<file path="config.mk">
export PLATFORM = sky130hd
export DESIGN_NAME = pkt_gen_sequencer
export DESIGN_NICKNAME = d
export VERILOG_FILES = /design/src/rtl/pkt_gen_sequencer.sv
export SDC_FILE = /design/constraint.sdc
export NUM_CORES = 1
export LEC_CHECK = 0
export ABC_AREA = 1
export CAP_MARGIN = 10
export CORE_MARGIN = 3
export CORE_UTILIZATION = 43
export CTS_CLUSTER_SIZE = 20
export DETAILED_ROUTE_END_ITERATION = 12
export PLACE_DENSITY = 0.77
export SETUP_SLACK_MARGIN = 0.02
export SYNTH_ARGS = -nofsm -noshare
export SYNTH_HDL_FRONTEND = slang
export SYNTH_SLANG_ARGS = --single-unit
</file>
<file path="constraint.sdc">
create_clock -name csi_clock_clk -period 4.15 [get_ports csi_clock_clk]
set_input_delay 0.83 -clock csi_clock_clk [delete_from_list [all_inputs] [get_ports csi_clock_clk]]
set_output_delay 0.83 -clock csi_clock_clk [all_outputs]
set_load 0.02 [all_outputs]
</file>
<file path="src/rtl/pkt_gen_sequencer.sv">
// rtl/pkt_gen_sequencer.sv - packet generator sweep sequencer (Avalon-MM master)
//
// Purpose:
//   Drives a packet-generator slave through a sweep of payload lengths. For each
//   step it programs length, seed and counter clear, starts the generator, polls
//   the packet counter until cfg_pkts packets have gone out, stops the generator
//   and polls the run flag until the generator is idle. The length advances by
//   cfg_len_step (mod 2^16) after each step until cfg_steps steps are done.
//
// Ports:
//   csi_clock_clk        clock
//   csi_clock_reset      asynchronous, active-high reset
//   start                begin sweep (pulse); honoured only when idle/done
//   cfg_len_start[15:0]  first payload length
//   cfg_len_step[15:0]   length increment per step
//   cfg_steps[7:0]       number of lengths to run
//   cfg_seed[31:0]       PRBS seed written every step
//   cfg_pkts[31:0]       packets to wait for per step
//   avm_m0_*             Avalon-MM master to generator, zero-latency reads
//   busy, done, error    status; done and error hold until the next start
//   cur_len[15:0]        length of the current step
//   step_idx[7:0]        index of the current step
//
// Build option:
//   PKT_GEN_SEQUENCER_TIMEOUT_EN - adds a poll watchdog of TIMEOUT_CYCLES clocks;
//   on expiry it raises error, writes 0 to the control register and ends in DONE.

module pkt_gen_sequencer #(
  parameter logic [23:0] TIMEOUT_CYCLES = 24'd1000000
) (
  input  logic        csi_clock_clk,
  input  logic        csi_clock_reset,
  input  logic        start,
  input  logic [15:0] cfg_len_start,
  input  logic [15:0] cfg_len_step,
  input  logic [7:0]  cfg_steps,
  input  logic [31:0] cfg_seed,
  input  logic [31:0] cfg_pkts,
  output logic        avm_m0_write,
  output logic        avm_m0_read,
  output logic [1:0]  avm_m0_address,
  output logic [3:0]  avm_m0_byteenable,
  output logic [31:0] avm_m0_writedata,
  input  logic [31:0] avm_m0_readdata,
  output logic        busy,
  output logic        done,
  output logic        error,
  output logic [15:0] cur_len,
  output logic [7:0]  step_idx
);

  // Generator register map
  localparam logic [1:0] REG_CTRL  = 2'd0;  // bit0 go (write), bit1 running (read)
  localparam logic [1:0] REG_LEN   = 2'd1;
  localparam logic [1:0] REG_SEED  = 2'd2;
  localparam logic [1:0] REG_COUNT = 2'd3;  // write clears, read returns sent count

  typedef enum logic [3:0] {
    ST_IDLE,
    ST_WR_LEN,
    ST_WR_SEED,
    ST_WR_CLR,
    ST_WR_GO,
    ST_POLL_CNT,
    ST_WR_STOP,
    ST_POLL_RUN,
    ST_NEXT,
    ST_DONE
`ifdef PKT_GEN_SEQUENCER_TIMEOUT_EN
    , ST_ABORT
`endif
  } state_e;

  state_e      state_q, state_d;
  logic [15:0] cur_len_q, cur_len_d;
  logic [7:0]  step_idx_q, step_idx_d;
  logic [15:0] len_step_q;
  logic [7:0]  steps_q;
  logic [31:0] seed_q;
  logic [31:0] pkts_q;
  logic        load_cfg;

`ifdef PKT_GEN_SEQUENCER_TIMEOUT_EN
  logic [23:0] tmo_q;
  logic        tmo_hit;
  logic        error_q;

  // tmo_q counts poll cycles already spent in the current poll state, so the
  // limit is hit on the TIMEOUT_CYCLES-th consecutive cycle without an exit.
  assign tmo_hit = (tmo_q == TIMEOUT_CYCLES - 24'd1);
`else
  logic unused_tmo;
  assign unused_tmo = ^TIMEOUT_CYCLES;
`endif

  // Next state, datapath updates and bus outputs
  always_comb begin
    state_d           = state_q;
    cur_len_d         = cur_len_q;
    step_idx_d        = step_idx_q;
    load_cfg          = 1'b0;
    avm_m0_write      = 1'b0;
    avm_m0_read       = 1'b0;
    avm_m0_address    = 2'd0;
    avm_m0_byteenable = 4'h0;
    avm_m0_writedata  = 32'd0;

    case (state_q)
      ST_IDLE, ST_DONE: begin
        if (start) begin
          load_cfg   = 1'b1;
          cur_len_d  = cfg_len_start;
          step_idx_d = 8'd0;
          // An empty sweep completes immediately with no bus traffic.
          state_d    = (cfg_steps == 8'd0) ? ST_DONE : ST_WR_LEN;
        end
      end

      ST_WR_LEN: begin
        avm_m0_write      = 1'b1;
        avm_m0_byteenable = 4'hF;
        avm_m0_address    = REG_LEN;
        avm_m0_writedata  = {16'h0000, cur_len_q};
        state_d           = ST_WR_SEED;
      end

      ST_WR_SEED: begin
        avm_m0_write      = 1'b1;
        avm_m0_byteenable = 4'hF;
        avm_m0_address    = REG_SEED;
        avm_m0_writedata  = seed_q;
        state_d           = ST_WR_CLR;
      end

      ST_WR_CLR: begin
        avm_m0_write      = 1'b1;
        avm_m0_byteenable = 4'hF;
        avm_m0_address    = REG_COUNT;
        state_d           = ST_WR_GO;
      end

      ST_WR_GO: begin
        avm_m0_write      = 1'b1;
        avm_m0_byteenable = 4'hF;
        avm_m0_address    = REG_CTRL;
        avm_m0_writedata  = 32'h0000_0001;
        state_d           = ST_POLL_CNT;
      end

      ST_POLL_CNT: begin
        avm_m0_read    = 1'b1;
        avm_m0_address = REG_COUNT;
        // Readdata is valid in the same cycle, so the exit decision is made now.
        if (avm_m0_readdata >= pkts_q) begin
          state_d = ST_WR_STOP;
        end
`ifdef PKT_GEN_SEQUENCER_TIMEOUT_EN
        else if (tmo_hit) begin
          state_d = ST_ABORT;
        end
`endif
      end

      ST_WR_STOP: begin
        avm_m0_write      = 1'b1;
        avm_m0_byteenable = 4'hF;
        avm_m0_address    = REG_CTRL;
        state_d           = ST_POLL_RUN;
      end

      ST_POLL_RUN: begin
        avm_m0_read    = 1'b1;
        avm_m0_address = REG_CTRL;
        if (!avm_m0_readdata[1]) begin
          state_d = ST_NEXT;
        end
`ifdef PKT_GEN_SEQUENCER_TIMEOUT_EN
        else if (tmo_hit) begin
          state_d = ST_ABORT;
        end
`endif
      end

      ST_NEXT: begin
        step_idx_d = step_idx_q + 8'd1;
        cur_len_d  = cur_len_q + len_step_q;
        state_d    = (step_idx_d == steps_q) ? ST_DONE : ST_WR_LEN;
      end

`ifdef PKT_GEN_SEQUENCER_TIMEOUT_EN
      ST_ABORT: begin
        // Same transaction as WR_STOP: leave the generator stopped.
        avm_m0_write      = 1'b1;
        avm_m0_byteenable = 4'hF;
        avm_m0_address    = REG_CTRL;
        state_d           = ST_DONE;
      end
`endif

      default: begin
        state_d = ST_IDLE;
      end
    endcase
  end

  // State and datapath registers
  always_ff @(posedge csi_clock_clk or posedge csi_clock_reset) begin
    if (csi_clock_reset) begin
      state_q    <= ST_IDLE;
      cur_len_q  <= 16'd0;
      step_idx_q <= 8'd0;
      len_step_q <= 16'd0;
      steps_q    <= 8'd0;
      seed_q     <= 32'd0;
      pkts_q     <= 32'd0;
    end else begin
      state_q    <= state_d;
      cur_len_q  <= cur_len_d;
      step_idx_q <= step_idx_d;
      if (load_cfg) begin
        len_step_q <= cfg_len_step;
        steps_q    <= cfg_steps;
        seed_q     <= cfg_seed;
        pkts_q     <= cfg_pkts;
      end
    end
  end

`ifdef PKT_GEN_SEQUENCER_TIMEOUT_EN
  always_ff @(posedge csi_clock_clk or posedge csi_clock_reset) begin
    if (csi_clock_reset) begin
      tmo_q   <= 24'd0;
      error_q <= 1'b0;
    end else begin
      // Staying in a poll state counts; any transition restarts from zero.
      if ((state_q == ST_POLL_CNT || state_q == ST_POLL_RUN) && state_d == state_q) begin
        tmo_q <= tmo_q + 24'd1;
      end else begin
        tmo_q <= 24'd0;
      end

      if (load_cfg) begin
        error_q <= 1'b0;
      end else if (state_d == ST_ABORT) begin
        error_q <= 1'b1;
      end
    end
  end

  assign error = error_q;
`else
  assign error = 1'b0;
`endif

  assign busy     = (state_q != ST_IDLE) && (state_q != ST_DONE);
  assign done     = (state_q == ST_DONE);
  assign cur_len  = cur_len_q;
  assign step_idx = step_idx_q;

endmodule

</file>
==> impl_metrics.ini, run 1 <==
[setup_path]
reg2reg_from = state_q[0]
worstSetupPathType = reg2out
rr_worst_depth = 10
crit_end = avm_m0_writedata[24]
crit_path_max_fanout = 18
critical_path.startpoint_type = register
crit_buf_inv = 3
crit_start = state_q[3]
reg2reg_setup_slack_ps = 1650
critical_path_depth = 7
crit_path_top_delay_cell = clkdlybuf4s50_1
critPathMaxStageDelay_ps = 630
end_kind = output pin
required_ps = 3320
r2r_end = pkts_q[16]
crit_path_frequent_cell = nor2_1
crit_family = buffers and inverters
path_cells = nor2_1 > nand2_1 > nor2_2 > buf_4 > inv_2 > nor2_1 > clkdlybuf4s50_1
critPathArrivalTime_ps = 2640

[yosys]
synthTopCellsByCount = nand2_1, dfrtp_1, inv_1
synth_nets = 1100
ys_seq_area_share_pct = 42.4
async_reset_ff_share_pct = 100
synth_edf_count = 0
yosys_warnings = 0
synth_cell_type_count = 39
synth_cells = 912
synth_ff_type = dfrtp_1
synth_area_per_cell_sq_um = 7.50
syn_area_sq_mm = 0.00684
yosysTopAreaCell = dfrtp_1
synth.top_cell.area_share_pct = 42.4
yosysMostFrequentCell = nand2_1
synthTopCellsByArea = dfrtp_1, nand2_1, ha_1, o21ai_0, inv_1
synth-seq-cells = 116

[power]
seqPwrFrac_pct = 27.6
switching_share_pct = 43.5
switchingPower_w = 0.00312
p_leak_nw = 4.56
combPwrFrac_pct = 53.1
max-vdd-ir-drop_mv = 0.457
power.internal_w = 0.00405
p_clk_share_pct = 19.4
power_density_mw_per_mm2 = 749

[floorplanning]
start_util_pct = 44.5
die_y_um = 132
coreArea_sq_mm = 0.0154
boundaryPins = 206
die_area_sq_mm = 0.0175
die_x_um = 132
core.rowCount = 45

[drt]
dr.pass1.iters = 5
vias = 6536
drc = 0
viasPerCell = 4.91
drt_iter0_drc = 398
drt.antenna.violating_nets = 0
wl_per_cell_um = 14.5
wl_mm = 19.3

[cts]
clockRootBuffer = clkbuf_16
postCtsSetupRepairBufs = 0
cts.repair.resized = 0
ctsHoldBuffers = 0
clk_pin_slew_ps = 60
cts_tree = yes
cts_buffer_depth = 2
cts_buffers = 17
htree_levels = 4
cts.sinks = 116
insertion_delay_ps = 420

[finish]
final_design_area_no_fill_sq_mm = 0.00957
drive_gt1_share_pct = 5.08
antenna_cells = 0
area_delta_synth_final_pct = 39.9
final_nets = 1296
instances_no_fill = 1332

[timing]
hold_slack_ps = 476
max-slew-margin-rel_pct = 59.6
fin_ws_ps = 684
post-route-min-period_ps = 3470
tightest_slew_ps = 604
setup_viol = 0
maxSlewViolCount = 0
timing.fmax_mhz = 289
rsz0062_at_grt = false
skew_ps = 5.10
hold_violations = 0
tns_ps = 0
post-route-period-util_pct = 83.5

[placement]
globalplace.congestion = 0.844
port_buffers = 204
dpl_cell_area_sq_mm = 0.00900
hpwlAfterDp_mm = 14.1
placedCellCount = 1300
pre_cts_ws_ps = 1120

[global_route]
grt_overflow = 0
antenna_found_initial = 1
grt_pass1_wl_mm = 31.7
grtUsageMet2_pct = 38.0
grt_pass1_vias = 6582
top_usage_layer = met2
grtUsageMet1_pct = 27.5
grt.total_usage_pct = 22.5
grt_max_degree = 88
use_met3_pct = 7.60

[outcome]
outcome = finished, final reports clean

[flow_run]
cap_violations = 0

[min_path]
hold_path.class = reg2reg
[power groups by stage]
stage	clock network (W)	registers, W	logic [W]
after floorplan	0	0.00202	0.00249
after global placement	0	0.00198	0.00370
after detailed placement	0	0.00199	0.00377
after CTS	0.00142	0.00197	0.00382
after global routing	0.00148	0.00204	0.00427
final	0.00139	0.00198	0.00380
[through the flow]
step | power (W) | utilization, %
floorplan | 0.00451 | -
global placement | 0.00568 | 58.6
detailed placement | 0.00576 | 58.6
CTS | 0.00721 | 62.3
global route | 0.00779 | 62.3
finish | 0.00717 | 62.3
[area by class of cell]
cell class	instances	area, sq um
fillers	1385	5800
multi-input cells	647	3290
flip-flops and latches	116	2900
repair buffers	211	2110
clock buffers	18	439
inverters	115	437
well taps	211	264
clock inverters	14	128
[worst reg2reg max path, stage by stage, from the launching register on]
cell and delay (ps):
dfrtp_1 480, inv_2 120, nand2_4 70, inv_2 50, nand2_1 60, o21ai_2 110, nand2_4 340, inv_4 590
buf_12 370, nand2_1 100, o21ai_0 100
[registers in the layout (all words and copies together) (netlist names)]
name	cells
seed_q	32
step_idx	8
len_step_q	16
state_q	4
pkts_q	32
cur_len	16
steps_q	8
[worst min path at each step]
| stage | end | slack (ps) | cells after the start | from |
|---|---|---|---|---|
| floorplan | seed_q[0] | 450 | 2 | seed_q[0] |
| global placement | seed_q[2] | 460 | 2 | seed_q[2] |
| detailed placement | seed_q[3] | 470 | 2 | seed_q[3] |
| CTS | seed_q[3] | 480 | 2 | seed_q[3] |
| global route | seed_q[7] | 490 | 2 | seed_q[7] |
| finish | seed_q[15] | 480 | 2 | seed_q[15] |
[per-layer routing]
metal  vias to the layer above  wire, um
met5                         -        17
met4                         2       249
met3                        25      1500
met2                       203      9150
met1                      2994      8380
li1                       3312         -
[placed cells by master, fill, tap and decap left out, types with 5 or more instances in the layout]
cell type          n
nand2_1          310
clkdlybuf4s50_1  204
dfrtp_1          116
inv_1            107
o21ai_0           84
nor2_1            56
ha_1              48
nand3_1           39
a21oi_1           34
clkbuf_16         17
o21ai_1           13
o211ai_1           7
nand4_1            7
o22ai_1            6
inv_2              6
buf_4              6
xor2_1             5
nand3b_1           5
[cell families (layout without fill, tap and decap cells)]
family | count (synthesis) | after routing | share of synthesized area (%)
xor gates and xnor gates | 7 | 7 | 0.896
DFF | 116 | 116 | 42.4
adders and majority gates | 49 | 49 | 9.07
buffers and inverters | 149 | 358 | 9.44
other | 1 | 1 | 0.0548
AOI/OAI and AO/OA | 157 | 157 | 12.3
and+or+nand+nor | 433 | 433 | 25.8
Note: power is estimated with default switching activity, not from simulation.
==> run 2: changes to the inputs <==
- CORE_UTILIZATION: 43 -> 48
- PLACE_DENSITY: 0.77 -> 0.81
- clock period: 4.15 -> 3.3 ns (I/O delays scaled with it)
==> run 2 against run 1 <==
  * Setup slack got worse by 480 ps
  * Non-clock buffer count is the same
  * Sequential power grew 26%
  * Clock skew up 4.6 ps
  * Critical path type unchanged
==> impl_metrics.ini, run 2 (synthesized netlist as in run 1, its figures left out) <==
[power]
switching_share_pct = 42.4
max-vdd-ir-drop_mv = 0.588
p_clk_share_pct = 19.4
combPwrFrac_pct = 53.0
p_total_w = 0.00901
p_leak_nw = 4.57
seqPwrFrac_pct = 27.7
power.internal_w = 0.00519
switchingPower_w = 0.00382
power_density_mw_per_mm2 = 944

[drt]
wl_mm = 18.5
drt_iter0_drc = 457
vias = 6556
viasPerCell = 5.06
wl_per_cell_um = 14.3
dr.pass1.iters = 5
drc = 0
drt.antenna.violating_nets = 0

[setup_path]
critical_path.startpoint_type = register
r2r_end = seed_q[21]
rr_worst_depth = 7
crit_path_max_fanout = 18
path_cells = nor2_1 > nand2_1 > nor2_2 > buf_4 > inv_2 > nor2_1 > clkdlybuf4s50_1
reg2reg_setup_slack_ps = 1190
critPathMaxStageDelay_ps = 630
crit_path_frequent_cell = nor2_1
critPathArrivalTime_ps = 2440
crit_path_top_delay_cell = clkdlybuf4s50_1
end_kind = output pin
worstSetupPathType = reg2out
reg2reg_from = state_q[0]
required_ps = 2640

[global_route]
antenna_found_initial = 0
grt.total_usage_pct = 23.9
grt_max_degree = 117
grt_pass1_vias = 6463
grt_pass1_wl_mm = 30.3
grt_overflow = 0

[cts]
postCtsSetupRepairBufs = 0
clockRootBuffer = clkbuf_16
ctsHoldBuffers = 0
cts.repair.resized = 0
insertion_delay_ps = 410
cts_buffers = 17
clk_pin_slew_ps = 50
cts.sinks = 116
cts_tree = yes
htree_levels = 4
cts_buffer_depth = 2

[timing]
hold_violations = 0
post-route-min-period_ps = 3100
maxSlewViolCount = 0
timing.fmax_mhz = 323
tightest_slew_ps = 652
post-route-period-util_pct = 93.9
skew_ps = 9.71
tns_ps = 0
setup_viol = 0
rsz0062_at_grt = false
fin_ws_ps = 200
max-slew-margin-rel_pct = 56.5

[floorplanning]
coreArea_sq_mm = 0.0136
boundaryPins = 206
die_x_um = 125
core.rowCount = 42
start_util_pct = 50.3
die_area_sq_mm = 0.0157
die_y_um = 125

[outcome]
outcome = finished, final reports clean

[finish]
layout_common_cells = nand2_1, clkdlybuf4s50_1, dfrtp_1, inv_1, o21ai_0
antenna_cells = 0
area_delta_synth_final_pct = 39.4
reg_top3 = pkts_q (32), seed_q (32)
final_nets = 1296
drive_gt1_share_pct = 4.38
layout_commonest_cell = nand2_1

[flow_run]
cap_violations = 0

[placement]
port_buffers = 204
globalplace.congestion = 0.947
hpwlAfterDp_mm = 13.7
pre_cts_ws_ps = 647

[min_path]
hold_end = seed_q[1]
min_from = seed_q[1]
hold_path_depth = 2
hold_path.class = reg2reg
==> run 2: worst max-delay path by stage <==
| stage | startpoint | depth (start not counted) | endpoint |
|---|---|---|---|
| final | state_q[3] | 7 | avm_m0_writedata[21] |
| after CTS | state_q[3] | 7 | avm_m0_writedata[21] |
| after global routing | state_q[3] | 7 | avm_m0_writedata[22] |
| after floorplan | state_q[3] | 4 | avm_m0_byteenable[0] |
| after detailed placement | state_q[3] | 7 | avm_m0_writedata[21] |
| after global placement | state_q[3] | 3 | avm_m0_byteenable[0] |
==> run 2: stage by stage <==
stage          area, sq um  std cells  hold slack (ps)  utilization, %
3_3_place_gp          8990       1265              463            66.0
3_5_place_dp          8990       1265              466            66.0
2_1_floorplan         6850        912              449               -
5_1_grt               9540       1296              504            70.1
4_1_cts               9540       1296              479            70.1
6_report              9540       1296              477            70.1
==> run 2: layer usage <==
metal  part of all wire [%]  GRT usage, %
met3                    8.3          7.55
met4                    1.6          7.91
met1                     42          29.8
met5                      0             0
met2                     48          39.4
==> run 2: worst max-delay path, delay by kind of cell (launching register included) <==
family,cells,cell delay (ps)
buffers and inverters,3,1060
DFF,1,410
and+or+nand+nor,4,570
==> run 2: power groups by stage <==
stage | Clock (W) | Combinational (W) | Sequential, W
floorplan | 0 | 0.00313 | 0.00254
global placement | 0 | 0.00464 | 0.00248
detailed placement | 0 | 0.00475 | 0.00250
CTS | 0.00177 | 0.00479 | 0.00249
global route | 0.00184 | 0.00535 | 0.00257
finish | 0.00175 | 0.00477 | 0.00249
==> run 2: layout make-up <==
cell class                 instances  area, sq um
tap                              176          220
sequential                       116         2900
timing repair buffer             211         2130
clock buffer                      26          479
multi-input combinational        647         3290
inverter                         115          438
fill                            1113         4070
clock inverter                     5         75.1
==> run 3: changes to the inputs <==
- MAX_ROUTING_LAYER: unset -> met4
- SKIP_LAST_GASP: unset -> 1
==> run 3 against run 2 <==
  * Setup slack worse by 12 ps
  * Routed wire length hardly changed
  * Critical path type unchanged
  * Utilization stayed put
  * Clock skew hardly changed
  * First-iteration DRC count is 6.1% lower
  * Clock-buffer cell count stayed put
  * Sequential power hardly changed
==> impl_metrics.ini, run 3 (synthesized netlist as in run 1, its figures left out) <==
[drt]
drc = 0
drt_iter0_drc = 429
drt-met1-wl_mm = 8.14
wl_mm = 18.5
dr.pass1.iters = 5
met3_length_mm = 1.23
top_layer_used = met4
viasPerCell = 5.05
wl_met2_mm = 8.86
vias = 6547
wl_per_cell_um = 14.3
drt.antenna.violating_nets = 0

[timing]
hold_slack_ps = 476
maxSlewViolCount = 0
max-slew-margin-rel_pct = 58.5
tightest_slew_ps = 623
skew_ps = 9.26
hold_violations = 0
post-route-period-util_pct = 94.3
rsz0062_at_grt = false
timing.fmax_mhz = 321
setup_viol = 0
post-route-min-period_ps = 3110
tns_ps = 0

[min_path]
hold_path_depth = 2
hold_path.class = reg2reg
min_from = seed_q[1]

[finish]
fin_util_pct = 70.1
drive_gt1_share_pct = 4.38
area_delta_synth_final_pct = 39.4
layout_commonest_cell = nand2_1
final_design_area_no_fill_sq_mm = 0.00954
instances_no_fill = 1296
reg_top3 = pkts_q (32), seed_q (32)
antenna_cells = 0
final_nets = 1296
layout_common_cells = nand2_1, clkdlybuf4s50_1, dfrtp_1, inv_1, o21ai_0

[floorplanning]
start_util_pct = 50.3
core.rowCount = 42
die_area_sq_mm = 0.0157
boundaryPins = 206
coreArea_sq_mm = 0.0136
die_x_um = 125
die_y_um = 125

[global_route]
grt_max_degree = 117
grt_pass1_wl_mm = 30.2
antenna_found_initial = 0
grt_pass1_vias = 6480
grt.total_usage_pct = 24.6
grt_overflow = 0

[setup_path]
crit_path_max_fanout = 18
reg2reg_setup_slack_ps = 1180
path_cells = nor2_1 > nand2_1 > nor2_2 > buf_4 > inv_2 > nor2_1 > clkdlybuf4s50_1
critPathArrivalTime_ps = 2450
r2r_end = seed_q[21]
crit_start = state_q[3]
crit_end = avm_m0_writedata[21]
worstSetupPathType = reg2out
required_ps = 2640
crit_path_frequent_cell = nor2_1
rr_worst_depth = 7
crit_path_top_delay_cell = clkdlybuf4s50_1
critical_path.startpoint_type = register
reg2reg_from = state_q[0]
critPathMaxStageDelay_ps = 630
end_kind = output pin

[power]
switchingPower_w = 0.00381
combPwrFrac_pct = 53.0
seqPwrFrac_pct = 27.6
p_clk_share_pct = 19.3
power.internal_w = 0.00519
p_leak_nw = 4.57
switching_share_pct = 42.3
power_density_mw_per_mm2 = 944
max-vdd-ir-drop_mv = 0.588

[flow_run]
cap_violations = 0

[placement]
port_buffers = 204
hpwlAfterDp_mm = 13.7
dpl_cell_area_sq_mm = 0.00899
placedCellCount = 1265
globalplace.congestion = 0.964

[cts]
ctsHoldBuffers = 0
htree_levels = 4
cts_buffers = 17
cts_tree = yes
clockRootBuffer = clkbuf_16
insertion_delay_ps = 410
clk_pin_slew_ps = 50
cts_buffer_depth = 2
cts.repair.resized = 0
cts.sinks = 116
postCtsSetupRepairBufs = 0

[outcome]
outcome = finished, final reports clean
## run 3: area by class of cell
class | instances | area, sq um
clock inverters | 5 | 75.1
flip-flops and latches | 116 | 2900
inverters | 115 | 438
repair buffers | 211 | 2130
multi-input cells | 647 | 3290
fillers | 1113 | 4070
well taps | 176 | 220
clock buffers | 26 | 479
## run 3: layer usage
| metal | up-vias | global-route usage (%) |
|---|---|---|
| met4 | 0 | 7.91 |
| met5 | - | - |
| met1 | 2989 | 30.6 |
| li1 | 3306 | - |
| met3 | 26 | 6.27 |
| met2 | 226 | 39.4 |
## run 3: stage by stage
step | setup WS, ps | power (W)
4_1_cts | 203 | 0.00905
3_3_place_gp | 701 | 0.00712
5_1_grt | 36.8 | 0.00976
3_5_place_dp | 647 | 0.00726
6_report | 188 | 0.00900
2_1_floorplan | 1090 | 0.00567
## run 3: critical path, delay by kind of cell (launching register included)
kind,cells,cell delay [ps]
flip-flops,1,410
AND/OR/NAND/NOR,4,570
buffers and inverters,3,1060
## run 3: how the worst min path moves through the flow
stage,endpoint
after global placement,seed_q[1]
after CTS,seed_q[1]
after floorplan,seed_q[0]
after detailed placement,seed_q[2]
after global routing,seed_q[12]
final,seed_q[1]
## run 3: power groups by stage
stage	combinational [W]	sequential (W)	clock, W
6_report	0.00477	0.00249	0.00174
5_1_grt	0.00535	0.00257	0.00184
4_1_cts	0.00479	0.00249	0.00177
3_5_place_dp	0.00475	0.00250	0
3_3_place_gp	0.00464	0.00248	0
2_1_floorplan	0.00313	0.00254	0
